==> config.mk <==
export PLATFORM = sky130hd
export DESIGN_NAME = mmio_port_responder
export DESIGN_NICKNAME = d
export VERILOG_FILES = /design/src/rtl/mmio_port_responder.sv
export SDC_FILE = /design/constraint.sdc
export NUM_CORES = 1
export LEC_CHECK = 0
export BUFFER_PORTS_ARGS = -buffer_cell sky130_fd_sc_hd__buf_2
export CORE_MARGIN = 1.5
export CORE_UTILIZATION = 53
export DETAILED_ROUTE_END_ITERATION = 16
export GPL_ROUTABILITY_DRIVEN = 1
export PLACE_DENSITY = 0.79
export SETUP_SLACK_MARGIN = 0.2
export SLEW_MARGIN = 5
export SYNTH_ARGS = -nofsm -noshare
export SYNTH_HDL_FRONTEND = slang
export SYNTH_SLANG_ARGS = --single-unit
==> constraint.sdc <==
create_clock -name clk -period 4.1 [get_ports clk]
set_input_delay 1.025 -clock clk [delete_from_list [all_inputs] [get_ports clk]]
set_output_delay 1.025 -clock clk [all_outputs]
set_load 0.05 [all_outputs]
==> src/rtl/mmio_port_responder.sv <==
// mmio_port_responder: memory-mapped I/O block on the MIPS data bus.
// It holds a 32-bit output port register and synchronises an 8-bit input port.
// Every change seen on the input port is queued in an event FIFO, and software
// drains that FIFO with loads. Loads answer exactly one cycle after the request.
module mmio_port_responder #(
   parameter logic [31:0] BASE_ADDR  = 32'h1001_0100,
   parameter int          FIFO_DEPTH = 8
) (
   input  logic        clk,
   input  logic        reset,
   input  logic        MemRead,
   input  logic        MemWrite,
   input  logic [31:0] Address,
   input  logic [31:0] WriteData,
   input  logic [7:0]  PortIn,
   output logic        IoHit,
   output logic        ReadValid,
   output logic [31:0] ReadData,
   output logic [31:0] PortOut,
   output logic        FifoIrq
);

   localparam int PW = $clog2(FIFO_DEPTH);
   localparam int CW = PW + 1;

   localparam logic [1:0] OFF_PORTOUT  = 2'd0;
   localparam logic [1:0] OFF_PORTIN   = 2'd1;
   localparam logic [1:0] OFF_FIFODATA = 2'd2;
   localparam logic [1:0] OFF_STATUS   = 2'd3;

   // input synchroniser and change detector
   logic [7:0] sync1, sync2, prev;

   // event FIFO state
   logic [7:0]    mem [FIFO_DEPTH];
   logic [PW-1:0] wr_ptr, rd_ptr;
   logic [CW-1:0] count, count_n;
   logic          overflow;

   // decoded request
   logic       hit;
   logic [1:0] off;
   logic       rd_req, wr_req;

   // FIFO control
   logic        empty, full;
   logic        push, push_ok, pop_ok;
   logic        ovf_set, ovf_clr;
   logic [7:0]  pop_data;
   logic [4:0]  count5;
   logic [31:0] status;
   logic [31:0] rd_mux;

   assign hit    = (Address[31:4] == BASE_ADDR[31:4]);
   assign off    = Address[3:2];
   // a simultaneous write wins, so the read half of the request is dropped
   assign wr_req = MemWrite && hit;
   assign rd_req = MemRead && hit && !MemWrite;

   assign empty   = (count == '0);
   assign full    = (count == CW'(FIFO_DEPTH));
   assign push    = (sync2 != prev);
   // a full FIFO still accepts a push when a pop frees the slot in the same cycle
   assign pop_ok  = rd_req && (off == OFF_FIFODATA) && !empty;
   assign push_ok = push && (!full || pop_ok);
   assign ovf_set = push && full && !pop_ok;
   assign ovf_clr = wr_req && (off == OFF_STATUS) && WriteData[2];

   // the popped value is the head before this edge; an empty pop reads as 0
   assign pop_data = empty ? 8'h00 : mem[rd_ptr];
   assign count5   = 5'(count);
   assign status   = {24'b0, count5, overflow, full, empty};

   // next-cycle FIFO occupancy
   always_comb begin
      count_n = count;
      if (push_ok && !pop_ok)
         count_n = count + CW'(1);
      else if (!push_ok && pop_ok)
         count_n = count - CW'(1);
   end

   // load response data selected by register offset
   always_comb begin
      rd_mux = '0;
      case (off)
         OFF_PORTOUT:  rd_mux = PortOut;
         OFF_PORTIN:   rd_mux = {24'b0, sync2};
         OFF_FIFODATA: rd_mux = {24'b0, pop_data};
         OFF_STATUS:   rd_mux = status;
         default:      rd_mux = '0;
      endcase
   end

   // two-flop synchroniser plus the previous sample used for change detection
   always_ff @(posedge clk) begin
      if (reset) begin
         sync1 <= '0;
         sync2 <= '0;
         prev  <= '0;
      end else begin
         sync1 <= PortIn;
         sync2 <= sync1;
         prev  <= sync2;
      end
   end

   // FIFO storage, no reset needed since the pointers define validity
   always_ff @(posedge clk) begin
      if (!reset && push_ok)
         mem[wr_ptr] <= sync2;
   end

   // FIFO pointers, count, sticky overflow and interrupt
   always_ff @(posedge clk) begin
      if (reset) begin
         wr_ptr   <= '0;
         rd_ptr   <= '0;
         count    <= '0;
         overflow <= 1'b0;
         FifoIrq  <= 1'b0;
      end else begin
         if (push_ok)
            wr_ptr <= wr_ptr + PW'(1);
         if (pop_ok)
            rd_ptr <= rd_ptr + PW'(1);
         count   <= count_n;
         FifoIrq <= (count_n != '0);
         // a set in the same cycle as a clear takes priority
         if (ovf_set)
            overflow <= 1'b1;
         else if (ovf_clr)
            overflow <= 1'b0;
      end
   end

   // bus response and output port register
   always_ff @(posedge clk) begin
      if (reset) begin
         PortOut   <= '0;
         ReadData  <= '0;
         ReadValid <= 1'b0;
         IoHit     <= 1'b0;
      end else begin
         IoHit     <= (MemRead || MemWrite) && hit;
         ReadValid <= rd_req;
         ReadData  <= rd_req ? rd_mux : '0;
         if (wr_req && (off == OFF_PORTOUT))
            PortOut <= WriteData;
      end
   end

endmodule

# After elaboration in Yosys (flattened, before gate mapping)
# Memory sizes are Yosys's and may differ from the RTL's. A register that Yosys moved wholly into a read port is not among the register bits.
# Index checks and enable logic that the tools add are counted.
[word_totals] regBits=102 ramBits=64 in_bits=76 out_inout_bits=67 elab_cells=62 memories=1
[classes] addsub=4 eq_ne=6 mux=10 n_bitwise=1 reduce_logical=28
[mem_list] name="mem" depth=8 width=8 read_ports=1 rd_clocked_by_memory_dff=1 write_ports=1 line="35" rtl="logic [7:0] mem [FIFO_DEPTH];"
[ops] op="one-hot mux 32 bit (4 select lines)" count=1
[ops] op="== test 28 x 25 -> 1 bit, second input constant" count=1
[ops] op="logical AND 1 bit" count=15
[ops] op="two-way mux 4 bit" count=2
[ops] op="two-way mux 8 bit" count=1
[ops] op="inequality test 8 bit" count=1
[ops] op="adder 3 x 1 -> 3 bit, second input constant" count=2
[ops] op="logical NOT 1 bit" count=6
[ops] op="two-way mux 3 bit" count=2
[ops] op="adder 4 x 1 -> 4 bit, second input constant" count=1
[ops] op="== test 2 bit, second input constant" count=2
[ops] op="== test 4 bit, second input constant" count=1
[ops] op="logical NOT 4 bit" count=1
[ops] op="two-way mux 1 bit" count=4
[ops] op="nonzero test 4 bit" count=1
[ops] op="subtractor 4 x 1 -> 4 bit, second input constant" count=1
[ops] op="== test 2 x 1 -> 1 bit, second input constant" count=1
[ops] op="logical NOT 2 bit" count=1
[ops] op="logical OR 1 bit" count=2
[ops] op="nonzero test 2 bit" count=1
[ops] op="OR reduction 2 bit" count=1
[ops] op="inverter 1 bit" count=1

# Longest topological paths before layout
[depth] depth_word=12 depth_mapped=9 ltp_nobuf=8

# Worst setup path before layout
# OpenSTA, ideal clock, no wires.
[synth_path] kind="input to register" startpoint="in Address[14]" endpoint="mem mem[4][0] (enable)" setup_time_ns=0.395 arrival_ns=3.243 required_time_ns=3.705 path_slack_ns=0.462 path_stages=6 path_buffers=0 path_cell_list="nor4b_2 -> nand4_2 -> nor4_4 -> o21ai_4 -> or2_4 -> nor4_1"
[synth_via] elab_chain_cells=10
[synth_rtl] item="from (decl)" line="13" rtl="input logic [31:0] Address,"
[synth_rtl] item="== test 28 x 25 -> 1 bit" line="54" rtl="assign hit = (Address[31:4] == BASE_ADDR[31:4]);"
[synth_rtl] item="logical AND 1 bit (2 in series)" line="58" rtl="assign rd_req = MemRead && hit && !MemWrite;"
[synth_rtl] item="logical AND 1 bit (2 in series)" line="64" rtl="assign pop_ok = rd_req && (off == OFF_FIFODATA) && !empty;"
[synth_rtl] item="logical OR 1 bit" line="65" rtl="assign push_ok = push && (!full || pop_ok);"
[synth_rtl] item="logical AND 1 bit" line="65"
[synth_rtl] item="logical AND 1 bit" line="110" rtl="if (!reset && push_ok)"
[synth_rtl] item="two-way mux 1 bit" line="110"
[synth_rtl] item="two-way mux 1 bit (implied by the code)" line="111" rtl="mem[wr_ptr] <= sync2;"
[synth_rtl] item="to (decl)" line="35"
# No other way between the ends.

# Worst setup path in the final report
[layout_path] startpoint="reg count[0]" endpoint="mem mem[7][2] (enable)"
[layout_via] elab_chain_cells=8 elab_cells_between_ends=10 classes_between="eq/ne: 1; mux: 2; reduce/logical: 7"
[layout_rtl] item="from (decl)" line="37" rtl="logic [CW-1:0] count, count_n;"
[layout_rtl] item="from (signal assigned)" line="127" rtl="count <= count_n;"
[layout_rtl] item="logical NOT 4 bit" line="60" rtl="assign empty = (count == '0);"
[layout_rtl] item="logical NOT 1 bit" line="64"
[layout_rtl] item="logical AND 1 bit" line="64"
[layout_rtl] item="logical OR 1 bit *" line="65"
[layout_rtl] item="logical AND 1 bit *" line="65"
[layout_rtl] item="logical AND 1 bit *" line="110"
[layout_rtl] item="two-way mux 1 bit *" line="110"
[layout_rtl] item="two-way mux 1 bit (implied by the code) *" line="111"
# Every way passes the cells marked *; elsewhere a longest branch is shown, timed or not.

==> metrics <==
setup TNS=0 ns; Rel. slew slack=29.59%; CORE AREA=11520 sq um; Post-DP HPWL=9394 um; Pwr Density=466.8 nW/um^2; Max-Cap Viols=0; Detail Route met2 WL=7280 um; RR Startpoint=count[0]$_SDFF_PP0_; Post-synth top flop=dfxtp_1; worst-margin pin slew=1.055 ns; Port Buffers=140; post-CTS resize count=0; highest metal used=met4; post-CTS setup buffer count=0; synth warn=0; HP Class=register to register; ANT nets after route=0; violated checks=design-rule violations; Peak VDD IR=0.2409 mV; Netlist cell types=49; Startpoint Class=register; IO Count=143; Initial Util=54.65%; asr flop ratio synth=0%; Final Wtd Congestion=0.8593; CP Capture Type=register; initial antenna violation count=0; Mapped Cells=507; Post-Syn Nets=587; DRC viols=6; Max Buffers Root-to-Sink=2; Seq/Total Area, Yosys=63.94%; CTS Buf Count=17; largest net degree at the start of global routing=46; Die H=112.0 um; drt via density=5.508; Reg clk slew, reported paths=0.06 ns; Syn-to-layout area delta=22.72%; # rows=39; Die Width=112.0 um; CTS tree=done; first-pass GRT wire length=22200 um; overall power=3.605 mW; Max Slew Vio Count=0; CP Max Fanout=9; number of flops mapped to enable cells by yosys=64; clk sink count=169; Die ar.=12540 sq um; WS Path Type=register to register; Antenna Cells=0; fraction of layout cells with a size suffix above 1=32.18%; Required @ worst endpoint=4.15 ns; min-delay src=sync1[3]$_SDFF_PP0_; Via Count=4434; Worst EP arrival=3.12 ns; drt first pass iters=12; Leak Pwr=3.143 nW; M1 WL=5706 um; H-Tree Depth=4; #FFs+latches synth=169; Critical path origin=count[0]$_SDFF_PP0_; First DRT Iteration DRCs=329; post-layout minimum cycle time=3.064 ns; Total GRT Usage=23.13%; # setup viols final=0; Syn Area/Cell=12.41 sq um; final hold violations=0; routed wire length=14050 um; status=finished, violations left; RSZ-0062 raised after global routing=no; Avg WL per Cell=17.45 um; vias in the first global route=4393; root buf cell=clkbuf_16; DR WL met3=800 um; Layout Nets=729; Clock Skews=0.007837 ns; Max Fclk=326.4 MHz; cell area after synthesis=6294 sq um; final period utilization=74.74%; GRT overflow=0; hold buffer count at cts=0; latest clock arrival within the worst-skew pair=0.41 ns
worst max-delay path, cell delays in order, from the launching register on:
cell and delay [ns]:
dfxtp_1 0.40, inv_1 0.12, ha_1 0.27, or3b_1 0.21, nand3b_1 0.33, nor4_4 0.40
o21ai_4 0.13, or2_4 0.26, and4bb_1 0.59
sequential cells by signal (all words and copies together) (netlist names), named ones only:
name,count
prev,8
sync1,8
overflow,1
wr_ptr,3
mem,64
sync2,8
IoHit,1
count,4
ReadValid,1
rd_ptr,3
FifoIrq,1
ReadData,32
PortOut,32
cells by family after synthesis:
family,count (synthesis),share of synthesized area (%)
compound gates,68,6.839
xor+xnor,14,1.948
fa+ha+maj,4,0.7953
buf+inv,38,2.445
flops,169,63.94
mux,32,8.290
simple gates,182,15.75
layer usage:
| layer | vias to the layer above | GRT usage, % |
|---|---|---|
| li1 | 2109 | - |
| met1 | 2125 | 28.20 |
| met2 | 175 | 40.21 |
| met3 | 25 | 5.716 |
| met4 | 0 | 8.354 |
| met5 | - | 0 |
area by class of cell:
type / instances / area [sq um]
clock inverter: 13 / 117.6
fill: 851 / 3792
clock buffer: 19 / 452.9
inverter: 8 / 30.03
sequential: 169 / 4024
multi-input combinational: 300 / 2122
tap: 143 / 178.9
timing repair buffer: 153 / 798.3
cells in the final DEF (no fill, tap or decap), types with 9 or more instances in the layout:
cell type / instances
buf_2: 140
dfxtp_1: 105
nand2_1: 73
edfxtp_1: 64
a21oi_1: 35
and3_1: 26
nor2b_1: 23
nor2_1: 22
clkbuf_16: 17
mux4_2: 16
mux2i_1: 15
buf_4: 13
xnor2_1: 12
o21ai_0: 9
power by group:
| part | switching, mW | internal, mW |
|---|---|---|
| clock network | 0.634 | 0.873 |
| registers | 0.0386 | 1.80 |
| logic | 0.153 | 0.111 |
| total | 0.826 | 2.78 |
worst paths after layout:
check,slack [ns],endpoint,cells after the start
worst min-delay path,0.44,sync2[3]$_SDFF_PP0_,1
worst min register to register,0.44,sync2[3]$_SDFF_PP0_,1
worst max-delay path,1.04,mem[7][2]$_DFFE_PP_,8
worst max register to register,1.04,mem[7][2]$_DFFE_PP_,8
synthesized netlist by cell type (all sizes together), types with 4 or more instances:
cell type    n  share of area [%]
dfxtp      105                 33
ha           4               0.80
nor2b       23                2.3
nand3        6               0.48
nor4         8                1.3
nand2       73                4.4
nor4b        5               0.89
o21ai       10               0.97
and3        26                2.6
edfxtp      64                 31
o221ai       4               0.56
xnor2       12                1.7
nor2        22                1.3
inv          8               0.48
nand4        4               0.50
mux2i       15                2.4
mux4        16                5.7
clkbuf      25                1.5
o311a        7                1.1
a21oi       35                2.8
buf          5               0.48
metrics by stage:
step                hold WS [ns]  cell area, sq um  utilization [%]  worst slack, ns  instances
global placement          0.4205              7153            62.11           0.6952        773
detailed placement        0.4231              7153            62.11           0.6517        773
global route              0.4582              7724            67.07           0.8515        805
finish                    0.4367              7724            67.07            1.036        805
CTS                       0.4380              7724            67.07            1.043        805
floorplan                 0.4138              6294                -           0.4619        507
(Power assumes the default switching activity.)
